[src/rtl/seg7_pkg.sv]
`default_nettype none
// +--------------------------------------------------------------------------+
// | seg7_pkg : shared 7-segment codes, decode result type and FSM encodings   |
// | Rev 1.0                                                                  |
// +--------------------------------------------------------------------------+
package seg7_pkg;

    // Active-low segment codes {g,f,e,d,c,b,a}; the decoder side uses the same table
    localparam logic [6:0] SEG_0     = 7'h40;
    localparam logic [6:0] SEG_1     = 7'h79;
    localparam logic [6:0] SEG_2     = 7'h24;
    localparam logic [6:0] SEG_3     = 7'h30;
    localparam logic [6:0] SEG_4     = 7'h19;
    localparam logic [6:0] SEG_5     = 7'h12;
    localparam logic [6:0] SEG_6     = 7'h02;
    localparam logic [6:0] SEG_7     = 7'h78;
    localparam logic [6:0] SEG_8     = 7'h00;
    localparam logic [6:0] SEG_9     = 7'h18;
    localparam logic [6:0] SEG_BLANK = 7'h7F;
    localparam logic [3:0] BCD_BLANK = 4'hF;

    typedef struct packed {
        logic [3:0] bcd;
        logic       blank;
        logic       err;
    } seg7_dec_t;

    localparam logic [1:0] CAP_HUNT   = 2'd0;
    localparam logic [1:0] CAP_SETTLE = 2'd1;
    localparam logic [1:0] CAP_HELD   = 2'd2;

    localparam logic OUT_EMPTY = 1'b0;
    localparam logic OUT_FULL  = 1'b1;

endpackage
`default_nettype wire

[src/rtl/seg7_pattern_encoder.sv]
`default_nettype none
// +--------------------------------------------------------------------------+
// | seg7_pattern_encoder : active-low segment pattern -> {bcd, blank, err}   |
// | Rev 1.0                                                                  |
// +--------------------------------------------------------------------------+
module seg7_pattern_encoder
    import seg7_pkg::*;
(
    input  logic [6:0] seg_n_i,
    output seg7_dec_t  dec_o
);

    always_comb begin
        dec_o = '{bcd: BCD_BLANK, blank: 1'b0, err: 1'b1};
        case (seg_n_i)
            SEG_0:     dec_o = '{bcd: 4'd0, blank: 1'b0, err: 1'b0};
            SEG_1:     dec_o = '{bcd: 4'd1, blank: 1'b0, err: 1'b0};
            SEG_2:     dec_o = '{bcd: 4'd2, blank: 1'b0, err: 1'b0};
            SEG_3:     dec_o = '{bcd: 4'd3, blank: 1'b0, err: 1'b0};
            SEG_4:     dec_o = '{bcd: 4'd4, blank: 1'b0, err: 1'b0};
            SEG_5:     dec_o = '{bcd: 4'd5, blank: 1'b0, err: 1'b0};
            SEG_6:     dec_o = '{bcd: 4'd6, blank: 1'b0, err: 1'b0};
            SEG_7:     dec_o = '{bcd: 4'd7, blank: 1'b0, err: 1'b0};
            SEG_8:     dec_o = '{bcd: 4'd8, blank: 1'b0, err: 1'b0};
            SEG_9:     dec_o = '{bcd: 4'd9, blank: 1'b0, err: 1'b0};
            SEG_BLANK: dec_o = '{bcd: BCD_BLANK, blank: 1'b1, err: 1'b0};
            default:   dec_o = '{bcd: BCD_BLANK, blank: 1'b0, err: 1'b1};
        endcase
    end

endmodule
`default_nettype wire

[src/rtl/seg7_scan_capture.sv]
`default_nettype none
// +--------------------------------------------------------------------------+
// | seg7_scan_capture : recovers BCD frames from a multiplexed 7-seg bus and  |
// | hands each complete frame downstream over valid/ready.  Rev 1.0          |
// +--------------------------------------------------------------------------+
module seg7_scan_capture
    import seg7_pkg::*;
#(
    parameter int NDIG       = 4,
    parameter int STABLE_CYC = 4
) (
    input  logic              clk,
    input  logic              rst_n,
    input  logic [6:0]        seg_n,
    input  logic [NDIG-1:0]   dig_n,
    output logic [4*NDIG-1:0] bcd_out,
    output logic [NDIG-1:0]   blank_out,
    output logic [NDIG-1:0]   err_out,
    output logic              out_valid,
    input  logic              out_ready
);

    localparam int               CNT_W   = $clog2(STABLE_CYC + 1);
    localparam int               IDX_W   = $clog2(NDIG);
    localparam logic [CNT_W-1:0] CNT_MAX = CNT_W'(STABLE_CYC);
    localparam logic [CNT_W-1:0] CNT_ONE = CNT_W'(1);

    logic [6:0]            seg_q, seg_prev_q;
    logic [NDIG-1:0]       dig_q, dig_prev_q;
    logic [1:0]            cap_state_q, cap_state_d;
    logic [CNT_W-1:0]      cnt_q, cnt_d;
    logic [NDIG-1:0][3:0]  wbcd_q;
    logic [NDIG-1:0]       wblank_q, werr_q;
    logic [NDIG-1:0]       mask_q, mask_d;
    logic                  out_state_q, out_state_d;
    logic [4*NDIG-1:0]     bcd_q;
    logic [NDIG-1:0]       blank_q, err_q;

    logic                  w_sel_valid;
    logic [IDX_W-1:0]      w_sel_idx;
    logic                  w_same;
    logic                  w_cap_we;
    logic                  w_frame_done;
    logic                  w_out_load;
    seg7_dec_t             w_dec;

    // Input stage plus one cycle of history for the stability comparison
    always_ff @(posedge clk) begin
        if (!rst_n) begin
            seg_q      <= SEG_BLANK;
            dig_q      <= '1;
            seg_prev_q <= SEG_BLANK;
            dig_prev_q <= '1;
        end else begin
            seg_q      <= seg_n;
            dig_q      <= dig_n;
            seg_prev_q <= seg_q;
            dig_prev_q <= dig_q;
        end
    end

    always_comb begin
        w_sel_valid = ($countones(~dig_q) == 1);
        w_sel_idx   = '0;
        for (int i = 0; i < NDIG; i++) begin
            if (!dig_q[i]) w_sel_idx = IDX_W'(i);
        end
        w_same = (seg_q == seg_prev_q) && (dig_q == dig_prev_q);
    end

    seg7_pattern_encoder u_enc (
        .seg_n_i (seg_q),
        .dec_o   (w_dec)
    );

    // Capture FSM
    always_ff @(posedge clk) begin
        if (!rst_n) begin
            cap_state_q <= CAP_HUNT;
            cnt_q       <= '0;
        end else begin
            cap_state_q <= cap_state_d;
            cnt_q       <= cnt_d;
        end
    end

    always_comb begin
        cap_state_d = cap_state_q;
        cnt_d       = cnt_q;
        if (!w_sel_valid) begin
            cap_state_d = CAP_HUNT;
            cnt_d       = '0;
        end else begin
            case (cap_state_q)
                CAP_HUNT: begin
                    cap_state_d = CAP_SETTLE;
                    cnt_d       = CNT_ONE;
                end
                CAP_SETTLE: begin
                    if (w_same) begin
                        cnt_d = (cnt_q == CNT_MAX) ? CNT_MAX : cnt_q + CNT_ONE;
                    end else begin
                        cnt_d = CNT_ONE;
                    end
                    if (cnt_d == CNT_MAX) cap_state_d = CAP_HELD;
                end
                CAP_HELD: begin
                    if (!w_same) begin
                        cap_state_d = CAP_SETTLE;
                        cnt_d       = CNT_ONE;
                    end
                end
                default: begin
                    cap_state_d = CAP_HUNT;
                    cnt_d       = '0;
                end
            endcase
        end
    end

    always_comb begin
        w_cap_we = (cap_state_q == CAP_SETTLE) && (cap_state_d == CAP_HELD);
    end

    // Working slots and mask; a completing frame clears the mask in the same cycle
    always_comb begin
        w_frame_done = &mask_q;
        mask_d       = w_frame_done ? '0 : mask_q;
        if (w_cap_we) mask_d[w_sel_idx] = 1'b1;
    end

    always_ff @(posedge clk) begin
        if (!rst_n) begin
            wbcd_q   <= '0;
            wblank_q <= '0;
            werr_q   <= '0;
            mask_q   <= '0;
        end else begin
            mask_q <= mask_d;
            if (w_cap_we) begin
                wbcd_q[w_sel_idx]   <= w_dec.bcd;
                wblank_q[w_sel_idx] <= w_dec.blank;
                werr_q[w_sel_idx]   <= w_dec.err;
            end
        end
    end

    // Output FSM
    always_ff @(posedge clk) begin
        if (!rst_n) begin
            out_state_q <= OUT_EMPTY;
        end else begin
            out_state_q <= out_state_d;
        end
    end

    always_comb begin
        out_state_d = out_state_q;
        case (out_state_q)
            OUT_EMPTY: if (w_frame_done) out_state_d = OUT_FULL;
            OUT_FULL:  if (out_ready && !w_frame_done) out_state_d = OUT_EMPTY;
            default:   out_state_d = OUT_EMPTY;
        endcase
    end

    always_comb begin
        w_out_load = w_frame_done && ((out_state_q == OUT_EMPTY) || out_ready);
        out_valid  = (out_state_q == OUT_FULL);
    end

    always_ff @(posedge clk) begin
        if (!rst_n) begin
            bcd_q   <= '0;
            blank_q <= '0;
            err_q   <= '0;
        end else if (w_out_load) begin
            bcd_q   <= wbcd_q;
            blank_q <= wblank_q;
            err_q   <= werr_q;
        end
    end

    assign bcd_out   = bcd_q;
    assign blank_out = blank_q;
    assign err_out   = err_q;

endmodule
`default_nettype wire

[config.mk]
export PLATFORM = sky130hd
export DESIGN_NAME = seg7_scan_capture
export DESIGN_NICKNAME = d
export VERILOG_FILES = /design/src/rtl/seg7_pkg.sv /design/src/rtl/seg7_pattern_encoder.sv /design/src/rtl/seg7_scan_capture.sv
export SDC_FILE = /design/constraint.sdc
export NUM_CORES = 1
export LEC_CHECK = 0
export BUFFER_PORTS_ARGS = -buffer_cell sky130_fd_sc_hd__buf_2
export CELL_PAD_IN_SITES_DETAIL_PLACEMENT = 2
export CELL_PAD_IN_SITES_GLOBAL_PLACEMENT = 2
export CORE_MARGIN = 5
export CORE_UTILIZATION = 32
export DETAILED_ROUTE_END_ITERATION = 8
export GPL_TIMING_DRIVEN = 0
export PLACE_DENSITY_LB_ADDON = 0.12
export REMOVE_ABC_BUFFERS = 1
export SLEW_MARGIN = 5
export SYNTH_ARGS = -nofsm -noshare
export SYNTH_HDL_FRONTEND = slang
export SYNTH_SLANG_ARGS = --single-unit
[constraint.sdc]
create_clock -name clk -period 2.65 [get_ports clk]
set_input_delay 0.53 -clock clk [delete_from_list [all_inputs] [get_ports clk]]
set_output_delay 0.53 -clock clk [all_outputs]
set_load 0.02 [all_outputs]
### Word-level counts from Yosys, hierarchy flattened

Cells that the tools add are included.

| storage, ports and cells | value |
|---|---|
| flip-flop bits (word level) | 80 |
| bits in latches | 0 |
| bits in writable memories | 0 |
| bits in read-only memories | 0 |
| input port bits | 14 |
| logic and storage cells | 82 |
| memories kept | 0 |

| cells by class | value |
|---|---|
| $add $sub $neg | 4 |
| $mul | 0 |
| divide/modulo/power cells | 0 |
| order comparisons | 2 |
| equality and inequality tests | 19 |
| shifts and indexed selects | 0 |
| mux-type cells | 26 |
| bitwise logic cells | 3 |
| reductions and logical operators | 11 |

Operators with widths:

| operator | count |
|---|---|
| $pmux W6 S11 | 1 |
| $eq A7 B7 Y1 const B | 4 |
| $eq A7 B5 Y1 const B | 3 |
| $bwmux W16 | 1 |
| $mux W3 | 5 |
| $eq A7 B6 Y1 const B | 2 |
| $mux W4 | 3 |
| $mux W2 | 5 |
| $pmux W3 S3 | 1 |
| $bwmux W4 | 2 |
| $demux W4 S2 | 1 |
| $eq A7 B2 Y1 const B | 1 |
| $eq A7 B7 Y1 | 1 |
| $logic_not A7 Y1 | 1 |
| $eq A3 B3 Y1 const B | 2 |
| $pmux W2 S3 | 1 |
| $logic_and A1 B1 Y1 | 5 |
| $add A1 B1 Y2 | 2 |
| $eq A2 B2 Y1 const B | 2 |
| $eq A4 B4 Y1 | 1 |
| $mux W1 | 4 |
| $not A4 Y4 | 1 |
| $or A4 B4 Y4 | 1 |
| $reduce_and A4 Y1 | 1 |
| other kinds (14) | 14 |

### Logic depth before layout (Yosys ltp)

Gate-level depths: netlist of the first run.

| logic depth | value |
|---|---|
| word-level depth | 12 |
| depth in mapped cells | 9 |

### By module

Synthesis of the first run repeated with hierarchy kept, for this count alone.

| second synthesis, totals | value |
|---|---|
| cells, all modules | 362 |
| area total of the unflattened synthesis | 3,321.9 um^2 |

Modules (own cells, without submodules):

| module | times used | cells each | area an instance (um^2) |
|---|---|---|---|
| seg7_scan_capture | 1 | 318 | 3,034.2 |
| seg7_pattern_encoder | 1 | 44 | 287.8 |

### Least setup slack after synthesis of the first run

Ideal clock, no wire load.

| timing | value |
|---|---|
| kind | register -> register |
| start | reg dig_q[1] |
| end | reg wbcd_q[7] in the netlist's numbering |
| library setup time | 0.132 ns |
| data arrival time | 2.394 ns |
| data required time | 2.518 ns |
| path slack | 0.124 ns |
| cell stages (with the launch flop) | 10 |
| buffers on the path | 0 |
| cells stage by stage | dfxtp_1 > fa_1 > inv_1 > ha_1 > ha_1 > nor2_1 > nand2_1 > or4_1 > o21ai_0 > a21oi_1 |

| between the ends | value |
|---|---|
| cells in the longest elaborated chain, start to end | 11 |

RTL lines:

| element | line | text |
|---|---|---|
| from (decl) | seg7_scan_capture.sv:29 | `logic [NDIG-1:0] dig_q, dig_prev_q;` |
| from (signal assigned) | seg7_scan_capture.sv:56 | `dig_q <= dig_n;` |
| $eq A4 B4 Y1 | seg7_scan_capture.sv:68 | `w_same = (seg_q == seg_prev_q) && (dig_q == dig_prev_q);` |
| $logic_and A1 B1 Y1 | seg7_scan_capture.sv:68 |  |
| $mux W3 | seg7_scan_capture.sv:100 | `if (w_same) begin` |
| $mux W3 | seg7_scan_capture.sv:94 | `case (cap_state_q)` |
| $mux W3 | seg7_scan_capture.sv:90 | `if (!w_sel_valid) begin` |
| $eq A3 B3 Y1 | seg7_scan_capture.sv:105 | `if (cnt_d == CNT_MAX) cap_state_d = CAP_HELD;` |
| $mux W2 | seg7_scan_capture.sv:105 |  |
| $pmux W2 S3 | seg7_scan_capture.sv:94 |  |
| $mux W2 | seg7_scan_capture.sv:90 |  |
| $eq A2 B2 Y1 | seg7_scan_capture.sv:122 | `w_cap_we = (cap_state_q == CAP_SETTLE) && (cap_state_d == CAP_HELD);` |
| $logic_and A1 B1 Y1 | seg7_scan_capture.sv:122 |  |
| to (signal, indexed assignment) | seg7_scan_capture.sv:141 | `wbcd_q[w_sel_idx] <= w_dec.bcd;` |
| to (decl) | seg7_scan_capture.sv:32 | `logic [NDIG-1:0][3:0] wbcd_q;` |

Parallel ways exist; a longest one is shown, timed or not. The select of a mux whose other input is x is not followed.
A chain may end at the register's enable or synchronous reset.

### Worst setup path after layout of the first run

| timing | value |
|---|---|
| start | reg dig_q[3] |
| end | reg wblank_q[1] |

| between the ends | value |
|---|---|
| cells in the longest elaborated chain, start to end | 11 |

RTL lines:

| element | line | text |
|---|---|---|
| $eq A4 B4 Y1 | seg7_scan_capture.sv:68 |  |
| $logic_and A1 B1 Y1 | seg7_scan_capture.sv:68 |  |
| $mux W3 | seg7_scan_capture.sv:100 |  |
| $mux W3 | seg7_scan_capture.sv:94 |  |
| $mux W3 | seg7_scan_capture.sv:90 |  |
| $eq A3 B3 Y1 | seg7_scan_capture.sv:105 |  |
| $mux W2 | seg7_scan_capture.sv:105 |  |
| $pmux W2 S3 | seg7_scan_capture.sv:94 |  |
| $mux W2 | seg7_scan_capture.sv:90 |  |
| $eq A2 B2 Y1 | seg7_scan_capture.sv:122 |  |
| $logic_and A1 B1 Y1 | seg7_scan_capture.sv:122 |  |
| to (signal, indexed assignment) | seg7_scan_capture.sv:142 | `wblank_q[w_sel_idx] <= w_dec.blank;` |
| to (decl) | seg7_scan_capture.sv:33 | `logic [NDIG-1:0] wblank_q, werr_q;` |

Parallel ways exist; a longest one is shown, timed or not. The select of a mux whose other input is x is not followed.

==> metrics, run 1 <==
status=finished clean; static leakage=1.37 nW; Post-synth EDFFs=0; CTS Root Cell=clkbuf_8; Worst EP arrival=about 2800 ps; Hold Slack=350 ps; Die Y-Extent=113 microns; reg2reg end=wblank_q[1]; clock buffer depth=2; Worst Setup End Kind=flop; clk slew on worst S/H paths=roughly 90 ps; post-route cell area=0.00398 sq mm; crit start category=flop; Clk pwr share=0.397; Hold/Removal Path Class=input pin to flop; Slew Limit Fails=0; GP Congestion=around 0.71; CTS Buf Count=9; Final ANT Viol Nets=0; num rows=37; num ports=39; clk_lat worst skew=350 ps; n_diodes=0; Tcrit/Tclk final=0.972; final net count=427; RSZ-0062 raised after global routing=yes; pre-CTS WS=-343 ps; Mapped Avg Cell Area=a little under 9 sq um; first-pass GRT wire length=15200 microns; ratio of cells with drive above 1 in the final layout=0.213; required time worst endpoint=between 2000 and 3000 ps; dpl cell area=0.00365 sq mm; post-synthesis async set-or-reset flop share=0; pin count of the biggest net entering global routing=54; Pwr Total=between 2 and 2.5 mW; Netlist Area Pre-Place=about 0.0034 sq mm; Pint=1.75 mW; final hold viol count=0; FF+latch count, synth=80; final setup violation count=0; sequential area share after synthesis=0.469; CTS H-tree lvls=3; switching power=0.608 mW; Worst-Margin Slew=949 ps; clk sinks=80; post-synth top area share=0.469; Reg2Reg Launch Point=dig_q[3]; Slew headroom=0.365; YS warnings=0; Post-Route Setup TNS=0 ps; antenna violations before repair=0; max-cap violations=0; CP Capture Point=wblank_q[1]; drt wl/cell=16.4 microns; PwrDens=592 mW/mm^2; Worst Skew=~19 ps; Post-Syn Instances=just under 400; Flop pwr share=0.533; DRT iter0 DRCs=79; FF-to-FF path depth=9; vias=2834; Die Span X=approximately 110 microns; Max VDD drop=approximately 0.33 mV; layout filler cell count=1209; core box area=around 0.010 sq mm; final wirelength=9000 microns; number of port buffers=38; global route overflow=0; ranking of synthesized cells by area=dfxtp_1 47%, a21oi_1 7.5%, nand2_1 5.9%; unique cell type count in the Yosys netlist=50; vias in the first global route=2998; Most used DFF post-synth=dfxtp_1; Sw Share=0.258; Overall Global Routing Usage=0.149; Combinational Power Share=0.071; vias per inst=5.16; Period minus WS final=2570 ps; die area=0.0128 sq mm; hpwl dp=6120 microns; TritonCTS clock tree=yes; fmax=388 MHz; DRT Pass-1 Iters=4; launch point of the worst path=dig_q[3]; setup ws final=between 70 and 80 ps; Crit Path Max Fanout=8; Layout area overhead=16.6%; Crit Path Category=flop to flop; R2R Setup Slk=80 ps; Residual DRC=0; Starting Density=0.329; cell taking the most area after synthesis=dfxtp_1
state kept, by name, indices dropped and copies added, names as in the netlist, 7 cells and up:
register,cells
bcd_out,16
wbcd_q,16
seg_prev_q,7
seg_q,7
cell usage in the layout (no fill, tap or decap), types with 3 or more instances in the layout:
cell type,n
buf_2,38
nor2_1,12
xor2_1,13
o21ai_1,8
o21ai_0,13
ha_1,4
nor3_4,3
a21oi_1,51
clkbuf_8,10
nand2_1,53
dfxtp_1,77
inv_1,8
nand2b_1,23
nor3_1,7
a22oi_1,4
nand3_1,12
a211oi_1,5
or3_4,3
nand4_1,6
o211ai_1,9
worst min path at each step:
stage                              to  depth (start not counted)       start
after global routing         seg_q[1]                          2    seg_n[1]
after global placement     bcd_out[8]                          2   wbcd_q[8]
after detailed placement  bcd_out[12]                          2  wbcd_q[12]
final                        dig_q[1]                          2    dig_n[1]
after floorplan            bcd_out[0]                          2   wbcd_q[0]
after CTS                    dig_q[1]                          2    dig_n[1]
cells in the mapped netlist (6+ instances only):
master	number
clkbuf_1	19
xor2_1	13
nor2_1	13
a21oi_1	51
nor3_1	10
o211ai_1	9
nand4_1	6
nand3_1	13
dfxtp_1	80
nand2_1	54
nand2b_1	23
o21ai_0	22
inv_1	8
logic make-up (layout without fill, tap and decap cells):
logic type | count (synthesis) | in the layout | share of synthesized area
and+or+nand+nor | 148 | 148 | 0.235
AOI/OAI and AO/OA | 103 | 103 | 0.195
DFF | 80 | 80 | 0.469
buffers and inverters | 36 | 64 | 0.0469
xor gates and xnor gates | 13 | 13 | 0.0334
adders and majority gates | 5 | 5 | 0.0205
metrics by stage:
stage	utilization	instances
2_1_floorplan	-	358
3_3_place_gp	0.352	532
3_5_place_dp	0.352	532
4_1_cts	0.376	548
5_1_grt	0.384	549
6_report	0.384	549
critical path: stages (launching register included):
cell	delay [ps]
dfxtp_2	380
fa_1	490
inv_1	40
ha_1	170
ha_1	310
nor2_4	150
nand2_4	130
or4_4	510
o21ai_1	170
a21oi_1	80
power by group through the flow:
| stage | combinational (mW) | sequential [mW] | clock, mW |
|---|---|---|---|
| floorplan | 0.0954 | 1.27 | 0 |
| global placement | 0.135 | 1.28 | 0 |
| detailed placement | 0.143 | 1.28 | 0 |
| CTS | 0.154 | 1.26 | 0.971 |
| global route | 0.185 | 1.26 | 1.03 |
| finish | 0.166 | 1.26 | 0.935 |
per-layer routing:
metal,track usage,vias up,wire (microns)
met5,0,-,0
met4,0.0481,0,87
met3,0.0273,10,278
met2,0.272,40,4530
met1,0.175,1398,4100
li1,-,1386,-
what timing repair did:
action	4_1_cts	5_1_grt
setup buffers	0	1
hold endpoints to repair	0	0
resized for setup	14	21
setup endpoints to repair	31	28
pin swaps	2	1
hold buffers	0	0
layout make-up:
cell class,count,area [sq um],area share
Multi-Input combinational cell,269,1760,0.444
Sequential cell,80,1610,0.404
Timing Repair Buffer,39,198,0.0497
Tap cell,136,170,0.0428
Clock buffer,11,141,0.0355
Clock inverter,5,62.6,0.0157
Inverter,9,33.8,0.00849
Note: power is estimated with default switching activity, not from simulation.
==> run 2, diff against run 1 <==
--- a/config.mk
+++ b/config.mk
@@ -5,11 +5,12 @@
 export SDC_FILE = /design/constraint.sdc
 export NUM_CORES = 1
 export LEC_CHECK = 0
+export ABC_AREA = 1
 export BUFFER_PORTS_ARGS = -buffer_cell sky130_fd_sc_hd__buf_2
 export CELL_PAD_IN_SITES_DETAIL_PLACEMENT = 2
 export CELL_PAD_IN_SITES_GLOBAL_PLACEMENT = 2
 export CORE_MARGIN = 5
-export CORE_UTILIZATION = 32
+export CORE_UTILIZATION = 30
 export DETAILED_ROUTE_END_ITERATION = 8
 export GPL_TIMING_DRIVEN = 0
 export PLACE_DENSITY_LB_ADDON = 0.12
==> run 2 against run 1 <==
Combinational power grew 41%. Final area is the same. Synthesized cell count grew 15%. Maximum frequency grew 6.2%. Highest routed layer unchanged.
==> metrics, run 2 <==
Worst Skew=9.32 ps; required time worst endpoint=2840 ps; final hold viol count=0; pin count of the biggest net entering global routing=42; mux contribution to synthesized area=0; n_diodes=0; Slew Limit Fails=0; Worst EP arrival=around 2600 ps; DRT iter0 DRCs=81; Residual DRC=0; Pint=1.99 mW; highest metal layer with signal wires=met4; Mapped Avg Cell Area=7.64 sq um; fmax=412 MHz; Crit Path Max Fanout=20; crit start category=flop; Final ANT Viol Nets=0; Max VDD drop=0.216 mV; Die Y-Extent=~120 microns; unique cell type count in the Yosys netlist=29; Starting Density=0.308; cell taking the most area after synthesis=dfxtp_1; vias per inst=around 4.7; post-synthesis compound-gate area fraction=0.0958; CTS H-tree lvls=3; Flop pwr share=0.465; simple-gate share of the synthesized area=0.328; FF+latch count, synth=80; sequential area share after synthesis=0.475; Post-Synth Adder-Cell Area=0.0208; drt wl/cell=14.8 microns; max-cap violations=0; number of port buffers=38; Tcrit/Tclk final=0.915; ranking of synthesized cells by area=dfxtp_1 48%, nand2_1 10%, nor2_1 8.4%; Clk pwr share=0.447; clk slew on worst S/H paths=60 ps; WL met1=4540 microns; CTS Root Cell=clkbuf_16; Worst-Margin Slew=847 ps; Slew headroom=0.434; status=finished clean; final setup violation count=0; clk_lat worst skew=330 ps; clock buffer depth=2; Worst Setup End Kind=flop; antenna violations before repair=0; PwrDens=between 600 and 700 mW/mm^2; clk sinks=80; Crit Path Category=flop to flop; most frequent cell after synthesis=nand2_1; post-synth top area share=0.475; GP Congestion=0.776; Hold/Removal Path Class=input pin to flop; WL met2=4300 microns; largest family of logic cells by synthesized area=simple AND/OR/NAND/NOR gates; core box area=about 0.011 sq mm; dpl cell area=0.00367 sq mm; Netlist Area Pre-Place=between 0.003 and 0.004 sq mm; global route overflow=0; Post-Syn Instances=441; ratio of cells with drive above 1 in the final layout=0.181; YS warnings=0; post-route cell area=0.00398 sq mm; Layout area overhead=18.1%; Hold Slack=approximately 380 ps; num rows=38; Most used DFF post-synth=dfxtp_1; CTS Buf Count=9; RSZ-0062 raised after global routing=yes; Sw Share=0.254; post-synthesis async set-or-reset flop share=0; vias in the first global route=3164; Met3 Wirelength=241 microns; final wirelength=9200 microns; most common cell after layout, fill and taps aside=nand2_1; final net count=494; vias=2939; TritonCTS clock tree=yes; commonest non-fill, non-tap cells in the layout=94 x nand2_1, 80 x dfxtp_1, 75 x nor2_1; post-synthesis xor/xnor area fraction=0.0130; hpwl dp=roughly 6400 microns; first-pass GRT wire length=15500 microns; Overall Global Routing Usage=0.147; Combinational Power Share=0.088; Post-synth EDFFs=0; Period minus WS final=approximately 2400 ps; DRT Pass-1 Iters=4; num ports=39; switching power=0.678 mW; static leakage=roughly 1.7 nW; die area=about 0.013 sq mm; Die Span X=116 microns; Post-synth top cells=94 x nand2_1, 80 x dfxtp_1, 75 x nor2_1
run 2: cell count changes in the layout (fill, tap and decap cells not counted), moves of 8 or more:
cell / previous run / this run
a21oi_1: 51 / 32
clkbuf_16: 0 / 9
clkbuf_8: 10 / 2
inv_1: 8 / 27
nand2_1: 53 / 94
nand2b_1: 23 / 0
nand4_1: 6 / 26
nor2_1: 12 / 75
o211ai_1: 9 / 0
o21ai_0: 13 / 29
o21ai_1: 8 / 0
or2_2: 0 / 13
xor2_1: 13 / 0
run 2: what timing repair did:
action / CTS / global route
setup buffers: 2 / 0
gates resized for setup: 0 / 1
hold buffers: 0 / 0
endpoints found under the setup margin: 26 / 36
pin swaps: 1 / 0
run 2: final timing paths:
path / start / to / slack [ps] / cells after the start
max: dig_q[0] / werr_q[1] / 230 / 10
min: dig_n[1] / dig_q[1] / 380 / 2
max reg2reg: dig_q[0] / werr_q[1] / 230 / 10
min reg2reg: wbcd_q[11] / wbcd_q[11] / 460 / 2
run 2: cell families (layout without fill, tap and decap cells):
group,count (synthesis),in the layout
AOI/OAI and AO/OA,63,63
xor gates and xnor gates,5,5
adders and majority gates,5,5
buffers and inverters,53,92
DFF,80,80
and+or+nand+nor,235,235
run 2: stage by stage:
step	setup slack, ps	setup TNS (ps)	util	std cells	power [mW]
finish	226	0	0.364	620	2.67
detailed placement	-164	-2560	0.336	602	1.49
CTS	197	0	0.363	620	2.70
global placement	-1140	-33470	0.333	601	1.46
floorplan	-472	-13080	-	423	1.40
global route	-43.9	-107	0.364	620	2.78
run 2: routing by layer:
layer | vias up | global-route usage
met1 | 1395 | 0.194
met2 | 35 | 0.240
met4 | 0 | 0.0534
met5 | - | 0
met3 | 11 | 0.0256
li1 | 1498 | -
run 2: worst max-delay path: stages, from the launching register on:
cell	delay, ps
dfxtp_1	340
fa_1	540
inv_1	40
ha_1	180
ha_1	310
nor3b_4	210
buf_4	160
buf_16	150
nand3_2	160
nand2_1	120
a21oi_1	70
run 2: power groups by stage:
stage	combinational (mW)	sequential, mW	clock (mW)
2_1_floorplan	0.132	1.26	0
3_3_place_gp	0.191	1.27	0
3_5_place_dp	0.224	1.27	0
4_1_cts	0.235	1.24	1.22
5_1_grt	0.262	1.24	1.28
6_report	0.234	1.24	1.19
run 2: cell type report:
class	count	area (sq um)
Fill cell	1286	6960
Sequential cell	80	1600
Multi-Input combinational cell	308	1550
Clock buffer	12	256
Timing Repair Buffer	41	233
Tap cell	140	175
Inverter	35	135
Clock inverter	4	28.8
==> run 3, diff against run 2 <==
==> constraint.sdc (replaced) <==
create_clock -name clk -period 2.65 [get_ports clk]
set_input_delay 0.1325 -clock clk [delete_from_list [all_inputs] [get_ports clk]]
set_output_delay 0.1325 -clock clk [all_outputs]
set_load 0.02 [all_outputs]
==> run 3 against run 2 <==
Final cell count grew 1.8%. Critical path type unchanged. Register-to-register slack is essentially flat. Count of clock-buffer cells in the layout unchanged. Die area unchanged. Largest cell class unchanged.
==> metrics, run 3 (synthesized netlist as in run 2, its figures left out) <==
final hold viol count=0; CTS H-tree lvls=3; Residual DRC=0; Hold/Removal Path Class=input pin to flop; RSZ-0062 raised after global routing=yes; number of port buffers=38; Slew Limit Fails=0; fmax=414 MHz; die area=0.0134 sq mm; Crit Path Max Fanout=20; DRT Pass-1 Iters=4; Util after Layout=0.373; GP Congestion=slightly below 0.8; vias in the first global route=3214; max-cap violations=0; core box area=0.0109 sq mm; Worst Setup End Kind=flop; Overall Global Routing Usage=0.148; CTS Root Cell=clkbuf_16; n_diodes=0; Max VDD drop=0.216 mV; first-pass GRT wire length=roughly 16000 microns; CTS Buf Count=9; status=finished clean; Die Y-Extent=between 100 and 150 microns; Worst-Margin Slew=around 1100 ps; drt wl/cell=14.8 microns; CP cell instances=fa_1, inv_1, ha_1, ha_1, nor3b_4, buf_4, buf_16, nand3_2, nand2_1, a21oi_1; Final ANT Viol Nets=0; antenna violations before repair=0; Critical-path top delay cell=fa_1; static leakage=1.79 nW; Starting Density=0.308; vias=2986; vias per inst=4.73; clk slew on worst S/H paths=60 ps; Worst Skew=9.34 ps; Period minus WS final=between 2000 and 2500 ps; most used cell, CP=ha_1; final setup violation count=0; Max stage delay on crit path=540 ps; cell family with most CP delay=adder cells; clock buffer depth=2; Die Span X=116 microns; commonest non-fill, non-tap cells in the layout=94 x nand2_1, 80 x dfxtp_1, 75 x nor2_1; Bufs and invs on worst path=3; ratio of cells with drive above 1 in the final layout=0.175; Layout area overhead=21.2%; most common cell after layout, fill and taps aside=nand2_1; cells resized by post-CTS repair=0; crit start category=flop; Worst EP arrival=2600 ps; Slew headroom=0.251; DRT iter0 DRCs=94; Post-Route Setup TNS=0 ps; final net count=505; final wirelength=roughly 9300 microns; global route overflow=0; clk_lat worst skew=approximately 340 ps; Tcrit/Tclk final=0.911; Crit Path Category=flop to flop; hpwl dp=6360 microns; pin count of the biggest net entering global routing=42; PwrDens=657 mW/mm^2; num ports=39; num rows=38; clk sinks=80; TritonCTS clock tree=yes; required time worst endpoint=2830 ps
run 3: cell types whose count changed in the layout (fill, tap and decap cells not counted), sizes merged:
cell	change
dlygate4sd3	+11
clkinvlp	-1
clkinv	+1
run 3: what timing repair did:
action | CTS | global route
hold endpoints to repair | 11 | 0
buffers inserted | 2 | 0
pin swaps | 1 | 0
hold buffers | 11 | 0
setup endpoints to repair | 26 | 6
run 3: layout make-up:
type,count,area (sq um)
Clock inverter,4,28.8
Sequential cell,80,1600
Timing Repair Buffer,52,343
Clock buffer,12,256
Multi-Input combinational cell,308,1550
Tap cell,140,175
Fill cell,1280,6850
Inverter,35,131
run 3: path summary, 6_finish.rpt:
check	cells after the start	end	from	slack, ps
max reg2reg	10	werr_q[1]	dig_q[0]	240
min reg2reg	2	wbcd_q[11]	wbcd_q[11]	460
max	10	werr_q[1]	dig_q[0]	240
min	4	out_valid	out_ready	150
run 3: metal layers:
metal  vias up  share of wire  GRT usage
li1       1521              -          -
met1      1413           0.49      0.195
met2        40           0.47      0.244
met3        12          0.031     0.0245
met4         0          0.016     0.0534
met5         -              0          0
run 3: power breakdown:
group / switching (mW) / internal, mW
combinational: 0.154 / 0.0918
clock: 0.509 / 0.687
sequential: 0.0192 / 1.22
run 3: tightest hold or removal path, stage by stage:
cell and delay, ps:
buf_2 80, inv_1 30, nand2_1 90, a21oi_1 90
run 3: per-stage QoR:
step | hold slack [ps] | cells | power [mW] | cell area, sq um | setup slack [ps]
global route | 157 | 631 | 2.80 | 4080 | -43.8
global placement | 317 | 601 | 1.46 | 3640 | -1140
detailed placement | 322 | 602 | 1.49 | 3670 | -164
floorplan | 201 | 423 | 1.40 | 3270 | -472
finish | 150 | 631 | 2.68 | 4080 | 236
CTS | 140 | 631 | 2.71 | 4080 | 197
